**config.mk**
```make
export PLATFORM = sky130hd
export DESIGN_NAME = qsn_deshift_controller_len3_flat
export DESIGN_NICKNAME = d
export VERILOG_FILES = /design/src/rtl/qsn_deshift_controller_len3_pkg.sv /design/src/rtl/qsn_deshift_controller_len3_if.sv /design/src/rtl/qsn_shift_fifo.sv /design/src/rtl/qsn_deshift_controller_len3.sv /design/src/flat_wrapper.sv
export SDC_FILE = /design/constraint.sdc
export NUM_CORES = 1
export LEC_CHECK = 0
export CAP_MARGIN = 20
export CORE_MARGIN = 2
export CORE_UTILIZATION = 35
export CTS_BUF_LIST = sky130_fd_sc_hd__clkbuf_2
export DETAILED_ROUTE_END_ITERATION = 10
export SLEW_MARGIN = 40
export SYNTH_ARGS = -nofsm -noshare
export SYNTH_HDL_FRONTEND = slang
export SYNTH_SLANG_ARGS = --single-unit
```
**constraint.sdc**
```tcl
create_clock -name sys_clk -period 2.9 [get_ports sys_clk]
set_input_delay 0.58 -clock sys_clk [delete_from_list [all_inputs] [get_ports sys_clk]]
set_output_delay 0.58 -clock sys_clk [all_outputs]
set_load 0.005 [all_outputs]
```
**src/rtl/qsn_deshift_controller_len3_pkg.sv**
```systemverilog
// Purpose: shared types and select functions for the length-3 QSN shifter and its inverse controller.
// Latency: none (types and pure functions only).
// Backpressure: n/a.
// Contents: QSN_LEN3, SHIFT_W, shift_t, sel_t, fwd_sel() (factor -> selects), inv_shift() ((3 - s) mod 3).
package qsn_pkg;

  localparam int QSN_LEN3 = 3;
  localparam int SHIFT_W  = 2;

  typedef logic [SHIFT_W-1:0] shift_t;

  // Select bundle for one shifter setting, packed as {left, right, merge}.
  typedef struct packed {
    logic [1:0] lsel;
    logic [1:0] rsel;
    logic [1:0] msel;
  } sel_t;

  // Forward select mapping. Factor 3 is not a legal rotation and selects
  // the identity setting.
  function automatic sel_t fwd_sel(input shift_t t);
    sel_t s;
    s = '0;
    case (t)
      2'd1: begin s.lsel = 2'd1; s.rsel = 2'd2; s.msel = 2'b11; end
      2'd2: begin s.lsel = 2'd2; s.rsel = 2'd1; s.msel = 2'b01; end
      default: s = '0;
    endcase
    return s;
  endfunction

  // Inverse rotation amount (3 - s) mod 3. Illegal s=3 collapses to 0.
  function automatic shift_t inv_shift(input shift_t s);
    shift_t t;
    case (s)
      2'd1:    t = 2'd2;
      2'd2:    t = 2'd1;
      default: t = 2'd0;
    endcase
    return t;
  endfunction

endpackage

```
**src/rtl/qsn_deshift_controller_len3_if.sv**
```systemverilog
// Purpose: bundle of forward-factor, return-request and select signals for the deshift controller.
// Latency: none (wiring only).
// Backpressure: fwd_shift_ready low means the producer must hold its factor.
// Modports: slave = controller side, master = producer/consumer side.
// Optional: QSN_DESHIFT_ERR_CHK_EN adds sticky err_overflow / err_underflow / err_illegal_shift.
interface qsn_deshift_controller_len3_if
  import qsn_pkg::*;
#(
  parameter int FIFO_DEPTH = 4
) ();

  logic                        fwd_shift_valid;
  shift_t                      fwd_shift_factor;
  logic                        fwd_shift_ready;
  logic                        ret_msg_valid;
  logic [1:0]                  left_sel;
  logic [1:0]                  right_sel;
  logic [1:0]                  merge_sel;
  logic                        sel_valid;
  logic [$clog2(FIFO_DEPTH):0] occupancy;
`ifdef QSN_DESHIFT_ERR_CHK_EN
  logic                        err_overflow;
  logic                        err_underflow;
  logic                        err_illegal_shift;

  modport slave (
    input  fwd_shift_valid, fwd_shift_factor, ret_msg_valid,
    output fwd_shift_ready, left_sel, right_sel, merge_sel, sel_valid, occupancy,
    output err_overflow, err_underflow, err_illegal_shift
  );
  modport master (
    output fwd_shift_valid, fwd_shift_factor, ret_msg_valid,
    input  fwd_shift_ready, left_sel, right_sel, merge_sel, sel_valid, occupancy,
    input  err_overflow, err_underflow, err_illegal_shift
  );
`else
  modport slave (
    input  fwd_shift_valid, fwd_shift_factor, ret_msg_valid,
    output fwd_shift_ready, left_sel, right_sel, merge_sel, sel_valid, occupancy
  );
  modport master (
    output fwd_shift_valid, fwd_shift_factor, ret_msg_valid,
    input  fwd_shift_ready, left_sel, right_sel, merge_sel, sel_valid, occupancy
  );
`endif

endinterface

```
**src/rtl/qsn_shift_fifo.sv**
```systemverilog
// Purpose: FIFO of 2-bit shift factors with occupancy count, pointers wrapping modulo DEPTH.
// Latency: a pushed factor is poppable the cycle after the push; pop data is read combinationally.
// Backpressure: push_rdy low when full; a push while full is dropped even if a pop happens that cycle.
// Ports: sys_clk, rst (async high), push_vld/push_dat/push_rdy, pop_req/pop_vld/pop_dat, occupancy.
module qsn_shift_fifo
  import qsn_pkg::*;
#(
  parameter int DEPTH = 4,
  localparam int AW   = $clog2(DEPTH)
) (
  input  logic        sys_clk,
  input  logic        rst,
  input  logic        push_vld,
  input  shift_t      push_dat,
  output logic        push_rdy,
  input  logic        pop_req,
  output logic        pop_vld,
  output shift_t      pop_dat,
  output logic [AW:0] occupancy
);

  shift_t        mem [DEPTH];
  logic [AW-1:0] wr_ptr;
  logic [AW-1:0] rd_ptr;
  logic          push_acc;

  // Readiness is judged on the registered count only, so a same-cycle pop
  // never frees a slot for the push.
  assign push_rdy = (occupancy != (AW+1)'(DEPTH));
  assign push_acc = push_vld && push_rdy;
  assign pop_vld  = pop_req && (occupancy != '0);
  assign pop_dat  = mem[rd_ptr];

  always_ff @(posedge sys_clk or posedge rst) begin
    if (rst) begin
      wr_ptr    <= '0;
      rd_ptr    <= '0;
      occupancy <= '0;
      for (int i = 0; i < DEPTH; i++) mem[i] <= '0;
    end else begin
      if (push_acc) begin
        mem[wr_ptr] <= push_dat;
        wr_ptr      <= wr_ptr + AW'(1);
      end
      if (pop_vld) rd_ptr <= rd_ptr + AW'(1);
      case ({push_acc, pop_vld})
        2'b10:   occupancy <= occupancy + (AW+1)'(1);
        2'b01:   occupancy <= occupancy - (AW+1)'(1);
        default: occupancy <= occupancy;
      endcase
    end
  end

endmodule

```
**src/rtl/qsn_deshift_controller_len3.sv**
```systemverilog
// Purpose: inverse-shift controller; queues forward factors and drives selects for (3 - s) mod 3 on return.
// Latency: 1 cycle from an accepted pop to registered selects with sel_valid high; selects hold otherwise.
// Backpressure: fwd_shift_ready deasserts when FIFO_DEPTH factors are outstanding.
// Ports: sys_clk, rst (async high), bus (slave modport: forward factor in, return request in, selects/occupancy out).
// Optional: define QSN_DESHIFT_ERR_CHK_EN for sticky overflow/underflow/illegal-factor flags.
module qsn_deshift_controller_len3
  import qsn_pkg::*;
#(
  parameter int FIFO_DEPTH         = 4,
  parameter int PERMUTATION_LENGTH = 3
) (
  input  logic                          sys_clk,
  input  logic                          rst,
  qsn_deshift_controller_len3_if.slave  bus
);

  if (PERMUTATION_LENGTH != QSN_LEN3) begin : g_bad_len
    $error("qsn_deshift_controller_len3: PERMUTATION_LENGTH must be 3");
  end
  if ((FIFO_DEPTH < 2) || ((FIFO_DEPTH & (FIFO_DEPTH - 1)) != 0)) begin : g_bad_depth
    $error("qsn_deshift_controller_len3: FIFO_DEPTH must be a power of two >= 2");
  end

  logic   pop_vld;
  shift_t pop_dat;
  sel_t   sel_q;
  logic   sel_vld_q;

  qsn_shift_fifo #(.DEPTH(FIFO_DEPTH)) u_fifo (
    .sys_clk   (sys_clk),
    .rst       (rst),
    .push_vld  (bus.fwd_shift_valid),
    .push_dat  (bus.fwd_shift_factor),
    .push_rdy  (bus.fwd_shift_ready),
    .pop_req   (bus.ret_msg_valid),
    .pop_vld   (pop_vld),
    .pop_dat   (pop_dat),
    .occupancy (bus.occupancy)
  );

  // Undo the forward rotation by applying the forward select map to the
  // complementary factor.
  always_ff @(posedge sys_clk or posedge rst) begin
    if (rst) begin
      sel_q     <= '0;
      sel_vld_q <= 1'b0;
    end else begin
      sel_vld_q <= pop_vld;
      if (pop_vld) sel_q <= fwd_sel(inv_shift(pop_dat));
    end
  end

  assign bus.left_sel  = sel_q.lsel;
  assign bus.right_sel = sel_q.rsel;
  assign bus.merge_sel = sel_q.msel;
  assign bus.sel_valid = sel_vld_q;

`ifdef QSN_DESHIFT_ERR_CHK_EN
  logic err_ovf_q;
  logic err_udf_q;
  logic err_ill_q;

  always_ff @(posedge sys_clk or posedge rst) begin
    if (rst) begin
      err_ovf_q <= 1'b0;
      err_udf_q <= 1'b0;
      err_ill_q <= 1'b0;
    end else begin
      if (bus.fwd_shift_valid && !bus.fwd_shift_ready) err_ovf_q <= 1'b1;
      if (bus.ret_msg_valid && (bus.occupancy == '0)) err_udf_q <= 1'b1;
      if (bus.fwd_shift_valid && bus.fwd_shift_ready && (bus.fwd_shift_factor == 2'd3))
        err_ill_q <= 1'b1;
    end
  end

  assign bus.err_overflow      = err_ovf_q;
  assign bus.err_underflow     = err_udf_q;
  assign bus.err_illegal_shift = err_ill_q;
`endif

endmodule

```
**src/flat_wrapper.sv**
```systemverilog
// flat-port wrapper written by rule: the top's interface ports become plain ports
module qsn_deshift_controller_len3_flat import qsn_pkg::*;
#(
  parameter int FIFO_DEPTH         = 4,
  parameter int PERMUTATION_LENGTH = 3
)
  (sys_clk, rst, bus_fwd_shift_valid, bus_fwd_shift_factor, bus_ret_msg_valid, bus_fwd_shift_ready, bus_left_sel, bus_right_sel, bus_merge_sel, bus_sel_valid, bus_occupancy);
  qsn_deshift_controller_len3_if #(.FIFO_DEPTH(FIFO_DEPTH)) bus_i ();
  input  logic sys_clk;
  input  logic rst;
  input wire logic [$bits(bus_i.fwd_shift_valid)-1:0] bus_fwd_shift_valid;
  input wire logic [$bits(bus_i.fwd_shift_factor)-1:0] bus_fwd_shift_factor;
  input wire logic [$bits(bus_i.ret_msg_valid)-1:0] bus_ret_msg_valid;
  output wire logic [$bits(bus_i.fwd_shift_ready)-1:0] bus_fwd_shift_ready;
  output wire logic [$bits(bus_i.left_sel)-1:0] bus_left_sel;
  output wire logic [$bits(bus_i.right_sel)-1:0] bus_right_sel;
  output wire logic [$bits(bus_i.merge_sel)-1:0] bus_merge_sel;
  output wire logic [$bits(bus_i.sel_valid)-1:0] bus_sel_valid;
  output wire logic [$bits(bus_i.occupancy)-1:0] bus_occupancy;
  assign bus_i.fwd_shift_valid = bus_fwd_shift_valid;
  assign bus_i.fwd_shift_factor = bus_fwd_shift_factor;
  assign bus_i.ret_msg_valid = bus_ret_msg_valid;
  assign bus_fwd_shift_ready = bus_i.fwd_shift_ready;
  assign bus_left_sel = bus_i.left_sel;
  assign bus_right_sel = bus_i.right_sel;
  assign bus_merge_sel = bus_i.merge_sel;
  assign bus_sel_valid = bus_i.sel_valid;
  assign bus_occupancy = bus_i.occupancy;
  qsn_deshift_controller_len3 #(.FIFO_DEPTH(FIFO_DEPTH), .PERMUTATION_LENGTH(PERMUTATION_LENGTH)) u_core (.sys_clk(sys_clk), .rst(rst), .bus(bus_i));
endmodule
```
==> results.txt, run 1 <==
yosys warns -> 0
worst hold start -> u_core.bus.merge_sel[0]
Mapped Area -> 993 sq um
final setup violation count -> 0
grt total ovfl -> 0
Static Leakage -> 0.000553 uW
Cells after Synth -> 75
worst slack at placement -> 0.369 ns
Die X -> 57.3 um
Synth area leaders -> dfrtp_1 (48%), mux2_4 (12%), ha_1 (8.8%)
clk slew on worst S/H paths -> 0.18 ns
number of global-route vias before repair -> 608
setup ws final -> 0.599 ns
register area -> 475 sq um
Slew @ Worst Pin -> 0.672 ns
critical path fanouts, max -> 6
Routed WL -> 1640 um
#FFs+latches synth -> 19
Post-synth top flop -> dfrtp_1
Worst R2R Path Depth -> 6
final worst path period share -> 0.793
maximum VDD drop -> 0.582 mV
outcome -> finished clean
CTS sink count -> 19
Setup TNS Final -> 0 ns
Final Skew -> 0.00465 ns
Ant. Diodes -> 0
Max clock buf depth -> 2
final instance area -> 1180 sq um
Hold Path End -> u_core.bus.merge_sel[0]
P&R area growth vs syn -> 18.6%
Worst R2R Start -> u_core.u_fifo.occupancy[0]
cell taking the most area after synthesis -> dfrtp_1
Top Ports -> 17
PD cells -> 1050 nW/um^2
fin cells -> 122
worst skew pair latency -> 0.31 ns
Final min period -> 2.30 ns
Hold Violations, Final -> 0
initial antenna violation count -> 0
fin util -> 0.431
Maximum Capacitance Violations -> 0
Setup Crit Path Kind -> flip-flop to output pin
sequential-to-total area share from yosys stat -> 0.479
# placed instances -> 118
post-synth top area share -> 0.479
Peak Freq -> 435 MHz
commonest non-fill, non-tap cell in the layout -> dfrtp_1
Multi-input gate area -> 450 sq um
share of cells above drive strength 1 -> 0.209
Hold Buf Count CTS -> 0
PostCTS Resize Cnt -> 0
critical path launch point -> u_core.u_fifo.occupancy[1]
DR WL/cell -> 13.4 um
nature of the critical path endpoint -> output pin
Yosys cell types -> 18
PortBufs -> 16
asr flop ratio synth -> 1.00
number of synthesized flops with an enable pin -> 0
drt first pass iters -> 4
core footprint -> 2730 sq um
Startpoint Class -> flip-flop
Mean Syn Cell Area -> 13.2 sq um
DRC Markers -> 0
Slew headroom -> 0.549
hpwl dp -> 1290 um
most frequent cells in the layout -> dfrtp_1 (19), clkdlybuf4s50_1 (16), nand2_1 (9), inv_1 (8), mux2_4 (8)
Site Rows -> 19
Die Y -> 57.3 um
reg2reg end -> u_core.u_fifo.occupancy[1]
via/cell ratio -> 4.70
initial drt markers -> 3
global-route total usage across every layer -> 0.115
routability cong. -> 0.743
Die Area -> 3280 sq um
CTS buffer count -> 3
detailed-route via count -> 573
Setup Buffers After CTS -> 0
largest net degree at the start of global routing -> 20
Starting Density -> 0.363
DRT antenna net count -> 0
Worst EP arrival -> 1.72 ns
Critical Path RT -> 2.32 ns
TritonCTS clock tree -> done
WHS Path Cells -> 2
layout net count -> 106
syn nets -> 89
Area after DPL -> 1160 sq um
Final Slew Violations -> 0
fill count -> 241
HP Class -> flip-flop to flip-flop
H-tree depth -> 1
RSZ-0062 raised after global routing -> false
Reg2Reg Setup Slack -> 0.62 ns
CTS root buf -> clkbuf_2
first-pass GRT wire length -> 2860 um
## cells by family after synthesis
group	Yosys count	synth area share
compound gates	2	0.0126
xor+xnor	6	0.0529
fa+ha+maj	8	0.108
buf+inv	13	0.0680
flops	19	0.479
mux	12	0.188
simple gates	15	0.0919
## how the worst max path moves through the flow
stage | to | slack (ns) | cells past startpoint
after detailed placement | u_core.u_fifo.occupancy[2] | 0.37 | 9
after global routing | u_core.u_fifo.occupancy[2] | 0.37 | 8
final | bus_fwd_shift_ready | 0.60 | 2
after floorplan | u_core.u_fifo.occupancy[2] | 0.82 | 9
after global placement | u_core.u_fifo.occupancy[2] | 0.44 | 9
after CTS | bus_fwd_shift_ready | 0.57 | 2
## through the flow
step	power (uW)	hold WS, ns
floorplan	940	0.473
global placement	1130	0.488
detailed placement	1140	0.498
CTS	1260	0.538
global route	1350	0.556
finish	1240	0.532
## registers in the layout, summed over array words and instances, names as in the netlist
signal,count
u_core.bus.left_sel,1
u_core.bus.sel_valid,1
u_core.u_fifo.occupancy,3
u_core.bus.right_sel,1
u_core.bus.merge_sel,1
u_core.u_fifo.wr_ptr,2
u_core.u_fifo.mem,8
u_core.u_fifo.rd_ptr,2
## where the power goes
group	switching [uW]	internal (uW)	leakage, uW	total [uW]
Combinational	225	389	0.000310	613
Sequential	115	397	0.000227	512
Clock	82.7	31.2	0.0000164	114
Total	423	817	0.000553	1240
## synth_stat cells (2+ instances only)
library cell / number
dfrtp_1: 19
inv_1: 9
nand2_1: 9
mux2_4: 8
ha_1: 7
and3_4: 4
xnor2_1: 4
buf_4: 3
mux4_2: 2
xor2_1: 2
## metal layers
metal,global-route usage,wire [um],vias up
met4,0.0299,0,0
met3,0.0431,65,0
met2,0.167,807,17
met5,0,0,-
met1,0.164,766,281
li1,-,-,275
## critical path, cell delays in order (launching register included)
cell and delay (ns):
dfrtp_1 0.45, or3b_1 0.48, clkdlybuf4s50_1 0.48
## layout make-up
class	count	area share
well taps	31	0.0329
flip-flops and latches	19	0.403
inverters	9	0.0287
multi-input cells	43	0.382
clock buffers	3	0.0127
clock inverters	1	0.00425
repair buffers	16	0.136
(Power assumes the default switching activity.)
==> inputs of run 2 (changes only) <==
==> constraint.sdc (replaced) <==
create_clock -name sys_clk -period 2.2 [get_ports sys_clk]
set_input_delay 0.44 -clock sys_clk [delete_from_list [all_inputs] [get_ports sys_clk]]
set_output_delay 0.44 -clock sys_clk [all_outputs]
set_load 0.005 [all_outputs]
==> run 2 against run 1 <==
Against the previous run: register-to-register slack worse by 0.50 ns; design area rose by 6.2%; combinational power increased by 51%; first-iteration DRC count grew to 3.3 times the previous value; critical path type is now flip-flop to flip-flop; highest routed layer unchanged.
==> results.txt, run 2 (same netlist as run 1, synthesis figures left out) <==
Static Leakage -> 0.000602 uW
Maximum Capacitance Violations -> 0
CTS sink count -> 19
HP Class -> primary input to asynchronous set/reset pin
DR WL/cell -> 13.6 um
Max clock buf depth -> 2
Die Area -> 3280 sq um
PD cells -> 1380 nW/um^2
CTS root buf -> clkbuf_2
worst path bufs/invs -> 1
Die Y -> 57.3 um
TritonCTS clock tree -> done
Slew headroom -> 0.816
Startpoint Class -> flip-flop
initial antenna violation count -> 0
RSZ-0062 raised after global routing -> false
most frequent cells in the layout -> dfrtp_1 (19), clkdlybuf4s50_1 (15), inv_1 (9), nand2_1 (9), buf_4 (9)
hpwl dp -> 1330 um
final instance area -> 1250 sq um
slowest CP cell -> dfrtp_1
CTS buffer count -> 3
P&R area growth vs syn -> 25.9%
final worst path period share -> 0.944
number of global-route vias before repair -> 617
Hold Violations, Final -> 0
Top Ports -> 17
Final min period -> 2.08 ns
maximum VDD drop -> 0.928 mV
Starting Density -> 0.363
H-tree depth -> 1
routability cong. -> 0.691
nature of the critical path endpoint -> flip-flop
Setup Crit Path Kind -> flip-flop to flip-flop
max incr delay on CP -> 0.44 ns
via/cell ratio -> 4.69
Die X -> 57.3 um
Site Rows -> 19
Ant. Diodes -> 0
Area after DPL -> 1210 sq um
detailed-route via count -> 614
first-pass GRT wire length -> 2890 um
worst skew pair latency -> 0.31 ns
Slew @ Worst Pin -> 0.274 ns
largest net degree at the start of global routing -> 20
DRT antenna net count -> 0
share of cells above drive strength 1 -> 0.290
initial drt markers -> 10
grt total ovfl -> 0
DRC Markers -> 0
Reg2Reg Setup Slack -> 0.12 ns
reg2reg end -> u_core.u_fifo.occupancy[2]
critical path fanouts, max -> 2
clk slew on worst S/H paths -> 0.19 ns
Hold Buf Count CTS -> 0
final setup violation count -> 0
PnR Total Power -> 1730 uW
Routed WL -> 1790 um
core footprint -> 2730 sq um
crit-path cells -> or3b_4 > nand2_1 > ha_1 > inv_1 > fa_1 > xor2_1 > nor2_1 > xor2_1
CP Depth -> 8
Setup TNS Final -> 0 ns
Worst EP arrival -> 2.34 ns
Largest register FFs -> 8
Worst R2R Start -> u_core.u_fifo.occupancy[1]
cell family with most CP delay -> simple AND/OR/NAND/NOR gates
Worst R2R Path Depth -> 8
Largest regs -> u_core.u_fifo.mem x8, u_core.u_fifo.occupancy x3
Final Slew Violations -> 0
Critical Path RT -> 2.46 ns
Largest Register -> u_core.u_fifo.mem
PortBufs -> 16
drt first pass iters -> 4
global-route total usage across every layer -> 0.117
Peak Freq -> 481 MHz
layout net count -> 115
commonest non-fill, non-tap cell in the layout -> dfrtp_1
Final Skew -> 0.00116 ns
outcome -> finished clean
CP most frequent cell -> xor2_1
-- run 2: changes by cell type in the layout (fill, tap and decap cells not counted) --
cell | before | now
buf_4 | 0 | 9
clkdlybuf4s50_1 | 16 | 15
clkinv_1 | 1 | 0
dlymetal6s2s_1 | 0 | 1
inv_1 | 8 | 9
or3b_1 | 1 | 0
or3b_4 | 0 | 1
-- run 2: area by class of cell --
cell class,count,area [sq um]
sequential,19,475
timing repair buffer,25,230
clock buffer,3,15.0
fill,257,1480
clock inverter,1,5.00
inverter,9,33.8
tap,31,38.8
multi-input combinational,43,453
-- run 2: worst min-delay path, cell delays in order --
cell and delay (ns):
clkdlybuf4s50_1 0.39, inv_1 0.05, buf_4 0.25
-- run 2: worst max-delay path by stage --
stage	slack, ns	from	to
after CTS	0.01	u_core.u_fifo.occupancy[1]	bus_fwd_shift_ready
final	0.12	u_core.u_fifo.occupancy[1]	u_core.u_fifo.occupancy[2]
after floorplan	0.12	u_core.u_fifo.occupancy[0]	u_core.u_fifo.occupancy[2]
after detailed placement	0.01	bus_ret_msg_valid	u_core.u_fifo.occupancy[2]
after global routing	0.008	u_core.u_fifo.occupancy[1]	u_core.u_fifo.occupancy[2]
after global placement	0.09	bus_ret_msg_valid	u_core.u_fifo.occupancy[2]
-- run 2: power breakdown --
part	switching (uW)	internal (uW)
clock network	114	41.2
logic	340	582
registers	129	523
total	583	1150
-- run 2: stage by stage --
step	hold slack (ns)	utilization	worst slack, ns	cells
detailed placement	0.472	0.443	0.0116	125
global placement	0.467	0.443	0.0905	125
finish	0.403	0.458	0.123	131
floorplan	0.391	-	0.121	75
global route	0.399	0.458	0.00763	131
CTS	0.397	0.456	0.0147	131
-- run 2: repair_timing --
| action | CTS | global route |
|---|---|---|
| pin swaps | 0 | 0 |
| setup endpoints to repair | 1 | 1 |
| hold endpoints to repair | 0 | 0 |
| resized for setup | 0 | 2 |
| buffers inserted | 2 | 0 |
-- run 2: layer usage --
metal	vias to the layer above	routed length, um	share of wire	global-route usage
li1	295	-	-	-
met1	305	807	0.45	0.150
met2	14	907	0.51	0.195
met3	0	73	0.041	0.0408
met4	0	0	0	0.0199
met5	-	0	0	0
